`config.mk`:
```
export PLATFORM = sky130hd
export DESIGN_NAME = pc_sequencer
export DESIGN_NICKNAME = d
export VERILOG_FILES = /design/src/rtl/pc_pkg.sv /design/src/rtl/ras_stack.sv /design/src/rtl/pc_sequencer.sv
export SDC_FILE = /design/constraint.sdc
export NUM_CORES = 1
export LEC_CHECK = 0
export ABC_CLOCK_PERIOD_IN_PS = 4250
export BUFFER_PORTS_ARGS = -buffer_cell sky130_fd_sc_hd__buf_2
export CORE_MARGIN = 10
export CORE_UTILIZATION = 35
export DETAILED_ROUTE_END_ITERATION = 16
export GPL_TIMING_DRIVEN = 0
export PLACE_DENSITY = 0.62
export SYNTH_ARGS = -nofsm -noshare
export SYNTH_HDL_FRONTEND = slang
export SYNTH_HIERARCHICAL = 1
export SYNTH_SLANG_ARGS = --single-unit
```
`constraint.sdc`:
```
create_clock -name clock -period 4.25 [get_ports clock]
set_clock_uncertainty 0.2 [all_clocks]
set_input_delay 0.425 -clock clock [delete_from_list [all_inputs] [get_ports clock]]
set_output_delay 0.425 -clock clock [all_outputs]
set_load 0.005 [all_outputs]
```
`src/rtl/pc_pkg.sv`:
```
`default_nettype none
// ============================================================================
// Module      : pc_pkg
// Description : Shared defaults and next-PC source encoding for pc_sequencer.
// Revision    : 1.0 - initial release
// ============================================================================
package pc_pkg;

    localparam int          XLEN_DEF     = 32;
    localparam int          STEP_DEF     = 4;
    localparam logic [63:0] RESET_PC_DEF = 64'h0;

    typedef enum logic [2:0] {
        REDIRECT = 3'd0,
        HOLD     = 3'd1,
        CALL     = 3'd2,
        RET      = 3'd3,
        SEQ      = 3'd4
    } pc_src_e;

endpackage
`default_nettype wire

```
`src/rtl/ras_stack.sv`:
```
`default_nettype none
// ============================================================================
// Module      : ras_stack
// Description : Circular return-address stack; a push when full overwrites
//               the oldest entry.
// Revision    : 1.0 - initial release
// ============================================================================
module ras_stack #(
    parameter int DEPTH = 4,
    parameter int WIDTH = 32
) (
    input  logic                   clock,
    input  logic                   reset,
    input  logic                   push,
    input  logic                   pop,
    input  logic [WIDTH-1:0]       push_data,
    output logic [WIDTH-1:0]       top,
    output logic [$clog2(DEPTH):0] count
);

    localparam int PW = $clog2(DEPTH);
    localparam int CW = PW + 1;

    logic [WIDTH-1:0] r_mem [DEPTH];
    logic [PW-1:0]    r_ptr;
    logic [PW-1:0]    w_top_idx;

    // r_ptr names the next free slot; when full it also names the oldest entry.
    assign w_top_idx = r_ptr - PW'(1);
    assign top       = r_mem[w_top_idx];

    always_ff @(posedge clock) begin
        if (reset) begin
            r_ptr <= '0;
            count <= '0;
        end else if (push) begin
            r_ptr <= r_ptr + PW'(1);
            if (count != CW'(DEPTH)) begin
                count <= count + CW'(1);
            end
        end else if (pop && (count != '0)) begin
            r_ptr <= w_top_idx;
            count <= count - CW'(1);
        end
    end

    always_ff @(posedge clock) begin
        if (push && !reset) begin
            r_mem[r_ptr] <= push_data;
        end
    end

endmodule
`default_nettype wire

```
`src/rtl/pc_sequencer.sv`:
```
`default_nettype none
// ============================================================================
// Module      : pc_sequencer
// Description : Fetch PC register with prioritised redirect/stall/call/ret
//               selection and a return-address stack.
// Revision    : 1.0 - initial release
// ============================================================================
module pc_sequencer
    import pc_pkg::*;
#(
    parameter int              XLEN      = XLEN_DEF,
    parameter int              NRED      = 4,
    parameter int              RAS_DEPTH = 4,
    parameter int              STEP      = STEP_DEF,
    parameter logic [XLEN-1:0] RESET_PC  = XLEN'(RESET_PC_DEF)
) (
    input  logic                       clock,
    input  logic                       reset,
    input  logic                       stall,
    input  logic [NRED-1:0]            redirect_valid,
    input  logic [NRED*XLEN-1:0]       redirect_addr,
    input  logic                       call,
    input  logic [XLEN-1:0]            call_target,
    input  logic                       ret,
    output logic [XLEN-1:0]            pc,
    output logic [$clog2(RAS_DEPTH):0] ras_count,
    output logic                       ret_underflow,
    output logic                       misalign_err
);

    pc_src_e         w_src;
    logic [XLEN-1:0] w_red_addr;
    logic [XLEN-1:0] w_step_pc;
    logic [XLEN-1:0] w_ras_top;
    logic [XLEN-1:0] w_target;
    logic [XLEN-1:0] w_next_pc;
    logic            w_push;
    logic            w_pop;
    logic            w_underflow;
    logic            w_misalign;

    assign w_step_pc = pc + XLEN'(STEP);

    // Descending scan so the lowest-index asserted channel is the last writer.
    always_comb begin
        w_red_addr = '0;
        for (int i = NRED - 1; i >= 0; i--) begin
            if (redirect_valid[i]) begin
                w_red_addr = redirect_addr[i*XLEN +: XLEN];
            end
        end
    end

    always_comb begin
        w_src       = SEQ;
        w_push      = 1'b0;
        w_pop       = 1'b0;
        w_underflow = 1'b0;
        if (|redirect_valid) begin
            w_src = REDIRECT;
        end else if (stall) begin
            w_src = HOLD;
        end else if (call) begin
            w_src  = CALL;
            w_push = 1'b1;
        end else if (ret) begin
            if (ras_count != '0) begin
                w_src = RET;
                w_pop = 1'b1;
            end else begin
                w_underflow = 1'b1;
            end
        end
    end

    always_comb begin
        w_target   = w_step_pc;
        w_next_pc  = w_step_pc;
        w_misalign = 1'b0;
        case (w_src)
            REDIRECT: w_target = w_red_addr;
            HOLD:     w_target = pc;
            CALL:     w_target = call_target;
            RET:      w_target = w_ras_top;
            default:  w_target = w_step_pc;
        endcase
        // Only jump targets are alignment-checked; hold and step keep pc as is.
        if (w_src == REDIRECT || w_src == CALL || w_src == RET) begin
            w_next_pc  = {w_target[XLEN-1:2], 2'b00};
            w_misalign = |w_target[1:0];
        end else begin
            w_next_pc  = w_target;
        end
    end

    always_ff @(posedge clock) begin
        if (reset) begin
            pc            <= RESET_PC;
            ret_underflow <= 1'b0;
            misalign_err  <= 1'b0;
        end else begin
            pc            <= w_next_pc;
            ret_underflow <= w_underflow;
            misalign_err  <= w_misalign;
        end
    end

    ras_stack #(
        .DEPTH (RAS_DEPTH),
        .WIDTH (XLEN)
    ) u_ras (
        .clock     (clock),
        .reset     (reset),
        .push      (w_push),
        .pop       (w_pop),
        .push_data (w_step_pc),
        .top       (w_ras_top),
        .count     (ras_count)
    );

endmodule
`default_nettype wire

```
==> impl_results.rst <==
.. list-table::
   :header-rows: 1

   * - Metric
     - Value
   * - Status
     - finished, final reports clean
   * - Number of enable-type register cells in the synthesized netlist
     - roughly 130
   * - Power spent charging and discharging nets
     - around 0.00092 W
   * - Sequential element share of the synthesized area
     - 0.5560
   * - Worst hold start
     - reset
   * - Max Fanout on Critical Path
     - 17
   * - Vert. Die Dim
     - 174.2 µm
   * - Worst-case reg-to-reg path depth
     - 11
   * - Startpoint of the worst-slack reg-to-reg timing path
     - u_ras/r_ptr[0]
   * - Total power divided by cell area
     - 377.3 nW/µm²
   * - Largest net degree at the start of global routing
     - 23
   * - Filler instances
     - 2249
   * - Flip-flop cell with the highest count after synthesis
     - edfxtp_1
   * - Maximum number of buffers from clock root to sink
     - 2
   * - Top delay family on crit path
     - simple AND/OR/NAND/NOR gates
   * - Aggregate routed wire length
     - 32.88 mm
   * - Core area
     - roughly 23000 µm²
   * - Hold bufs inserted after CTS
     - 0
   * - Number of detailed-routing iterations run before antenna repair
     - 5
   * - Sw frac
     - 0.2325
   * - Number of storage elements in the synthesis netlist
     - 167
   * - Min-delay worst type
     - in2reg
   * - DRT iter0 DRCs
     - 926
   * - RD Place Congestion
     - 0.8654
   * - Number of buffers created by CTS
     - 17
   * - Reported leakage power
     - just under 4 nW
   * - Worst hold-check slack
     - 0.09078 ns
   * - Worst slew margin
     - 0.2743
   * - Distinct cell type count of the synthesized netlist
     - 60
   * - Final setup violating endpoints
     - 0
   * - Number of post-CTS setup repair buffers
     - 0
   * - IO buf count
     - 201
   * - Clock input transition at the sequential cells of the worst setup and hold paths
     - 0.06 ns
   * - Clock latency of the later-clocked register in the worst-skew pair
     - 0.43 ns
   * - Ys Warns
     - 6
   * - Setup repair after global routing missed its margin
     - false
   * - IO Pins
     - 206
   * - CTS tree
     - built
   * - DRT antenna net count
     - 0
   * - Part of the total power dissipated in combinational logic
     - 0.103
   * - Hold worst-path end
     - u_ras/count[0]
   * - Routed via count divided by cell count
     - 5.811
   * - Total grt overflow
     - 0
   * - Async S/R FF share, synth
     - 0
   * - DR WL/cell
     - roughly 27 µm
   * - Initial antenna violation count
     - 0
   * - Part of the total power dissipated in the clock network
     - 0.432
   * - Antenna Diode Count
     - 0
   * - Global-route wire length before repair
     - 46.75 mm
   * - Fin util
     - 0.4474
   * - Area of combinational cells with multiple inputs
     - 3354 µm²
   * - CTS sink count
     - 167
   * - CTS root buf
     - clkbuf_16
   * - Register share of total power
     - 0.464
   * - Average instance area after synthesis
     - between 10 and 15 µm²
   * - Vias
     - 7142
   * - Post-route standard cell area excluding fillers
     - 10470 µm²
   * - GRT Total Usage
     - 0.2081
   * - Transition time at the pin with the least slew margin
     - 1.080 ns
   * - Placed Instance Area
     - 9816 µm²
   * - H-tree lvl count
     - 4
   * - Critical register-to-register path endpoint
     - pc[4]
   * - Hold Vio Cnt, Final
     - 0
   * - Post-Syn Nets
     - 848
   * - Share of the clock period used by the worst path after layout
     - 0.9261
   * - Arrival time at the worst endpoint
     - between 3 and 4 ns
   * - Starting utilization of the core area
     - 0.3554
   * - Via count of the first global-routing pass
     - just over 7000
   * - Post-Syn Instances
     - 673
   * - Synthesized area
     - 8318 µm²
   * - Nets
     - 1072
   * - Int Pwr
     - 0.003032 W
   * - Total die area
     - 30330 µm²
   * - Most common cell after layout, fill and taps aside
     - buf_2
   * - Worst Setup Start Kind
     - primary input
   * - Critical-path cell list
     - clkbuf_1, or4_1, buf_2, nor3b_2, buf_4, buf_6, inv_2, nor2_1, and2_2, buf_16
   * - Area taken by flip-flops and latches
     - 4624 µm²
   * - Highest clock rate
     - 254.1 MHz
   * - Worst endpoint required time
     - approximately 4.2 ns
   * - Max-slew violation count
     - 0
   * - Critical path endpoint category
     - register
   * - Slack of the worst reg-to-reg path
     - 0.68 ns
   * - Number of max-capacitance violations reported
     - 0
   * - Post-detailed-route DRC marker count
     - 0
   * - Highest-delay cell along the critical path
     - nor3b_2
   * - Delay of the slowest critical-path stage
     - 0.74 ns
   * - Worst path bufs/invs
     - 6
   * - Share of post-route cells with drive strength above 1
     - 0.3330
   * - Resized cells post-CTS
     - 0
   * - Post-detail-place hpwl
     - 24.31 mm
   * - Worst voltage drop across the vdd grid
     - approximately 300 µV
   * - Category of the critical setup timing path
     - in2reg
   * - Die width
     - 174.2 µm
   * - Most used cells in the layout excluding fill and tap cells
     - 212 x buf_2, 128 x edfxtp_1, 42 x nand2_1, 42 x nor2_1, 39 x dfxtp_1
   * - Number of cells on the worst hold path
     - 2
   * - Minimum period implied by the final worst setup slack
     - 3.936 ns
   * - Number of placement rows
     - 56
   * - Area delta synth->final
     - 25.87%
==> flip-flops by register name (all words and copies together) (netlist names) <==
register,flops
misalign_err,1
pc,32
ret_underflow,1
u_ras/count,3
u_ras/r_mem,128
u_ras/r_ptr,2
==> worst max path at each step <==
stage	from	end	cells after the start
2_1_floorplan	redirect_valid[1]	u_ras/r_mem[0][0]	9
3_5_place_dp	redirect_valid[2]	u_ras/r_mem[3][13]	10
3_3_place_gp	redirect_valid[2]	u_ras/r_mem[3][14]	9
6_report	redirect_valid[2]	u_ras/r_mem[3][19]	10
5_1_grt	redirect_valid[2]	u_ras/r_mem[3][22]	10
4_1_cts	redirect_valid[2]	u_ras/r_mem[3][11]	10
==> stage by stage <==
step	power (W)	setup WS (ns)	cells	TNS, ns
6_report	0.003950	0.3140	1229	0
3_5_place_dp	0.002266	-0.1831	1197	-6.917
4_1_cts	0.003953	0.2748	1229	0
3_3_place_gp	0.002260	-0.9595	1193	-120.43
2_1_floorplan	0.002048	0.6324	673	0
5_1_grt	0.004058	0.1796	1229	0
==> cells in the mapped netlist, types with 18 or more instances <==
cell type	n	share of area
a21oi_1	29	0.017
a221oi_1	28	0.029
a22oi_1	24	0.022
clkbuf_1	32	0.014
dfxtp_1	39	0.094
edfxtp_1	128	0.46
mux4_2	32	0.087
nand2_1	42	0.019
nand3_1	18	0.011
nor2_1	42	0.019
nor3_1	24	0.014
o21ai_0	23	0.014
xnor2_1	21	0.022
==> routing by layer <==
metal	GRT usage	vias to the layer above	part of all wire
met5	0	-	0
met4	0.07481	0	0.029
met3	0.05352	45	0.089
met2	0.3346	398	0.47
met1	0.2655	3573	0.41
li1	-	3126	-
==> worst register-to-register path: stages, from the launching register on <==
cell and delay, ns:
dfxtp_1 0.36, buf_4 0.23, buf_6 0.22, inv_2 0.06
ha_1 0.27, clkbuf_1 0.36, buf_2 0.38, mux4_2 0.34
a221oi_1 0.44, o31ai_1 0.21, a221oi_1 0.28, nor3_1 0.08
==> kinds of logic after synthesis <==
family	count (synthesis)	synth area share
muxes	33	0.08800
xor gates and xnor gates	31	0.03264
and+or+nand+nor	175	0.1030
adders and majority gates	6	0.009928
buffers and inverters	72	0.04137
AOI/OAI and AO/OA	189	0.1691
DFF	167	0.5560
==> power groups by stage <==
stage	Sequential (W)	Combinational [W]	Clock [W]
detailed placement	0.00187	0.000400	0
global route	0.00184	0.000435	0.00179
global placement	0.00186	0.000395	0
finish	0.00183	0.000408	0.00171
CTS	0.00183	0.000402	0.00172
floorplan	0.00186	0.000188	0
==> layout make-up <==
cell class,count,area share
Buffer,56,0.02713
Clock buffer,19,0.04326
Clock inverter,13,0.01924
Inverter,16,0.005736
Multi-Input combinational cell,434,0.3204
Sequential cell,167,0.4417
Tap cell,319,0.03812
Timing Repair Buffer,205,0.1044
Note: power is estimated with default switching activity, not from simulation.
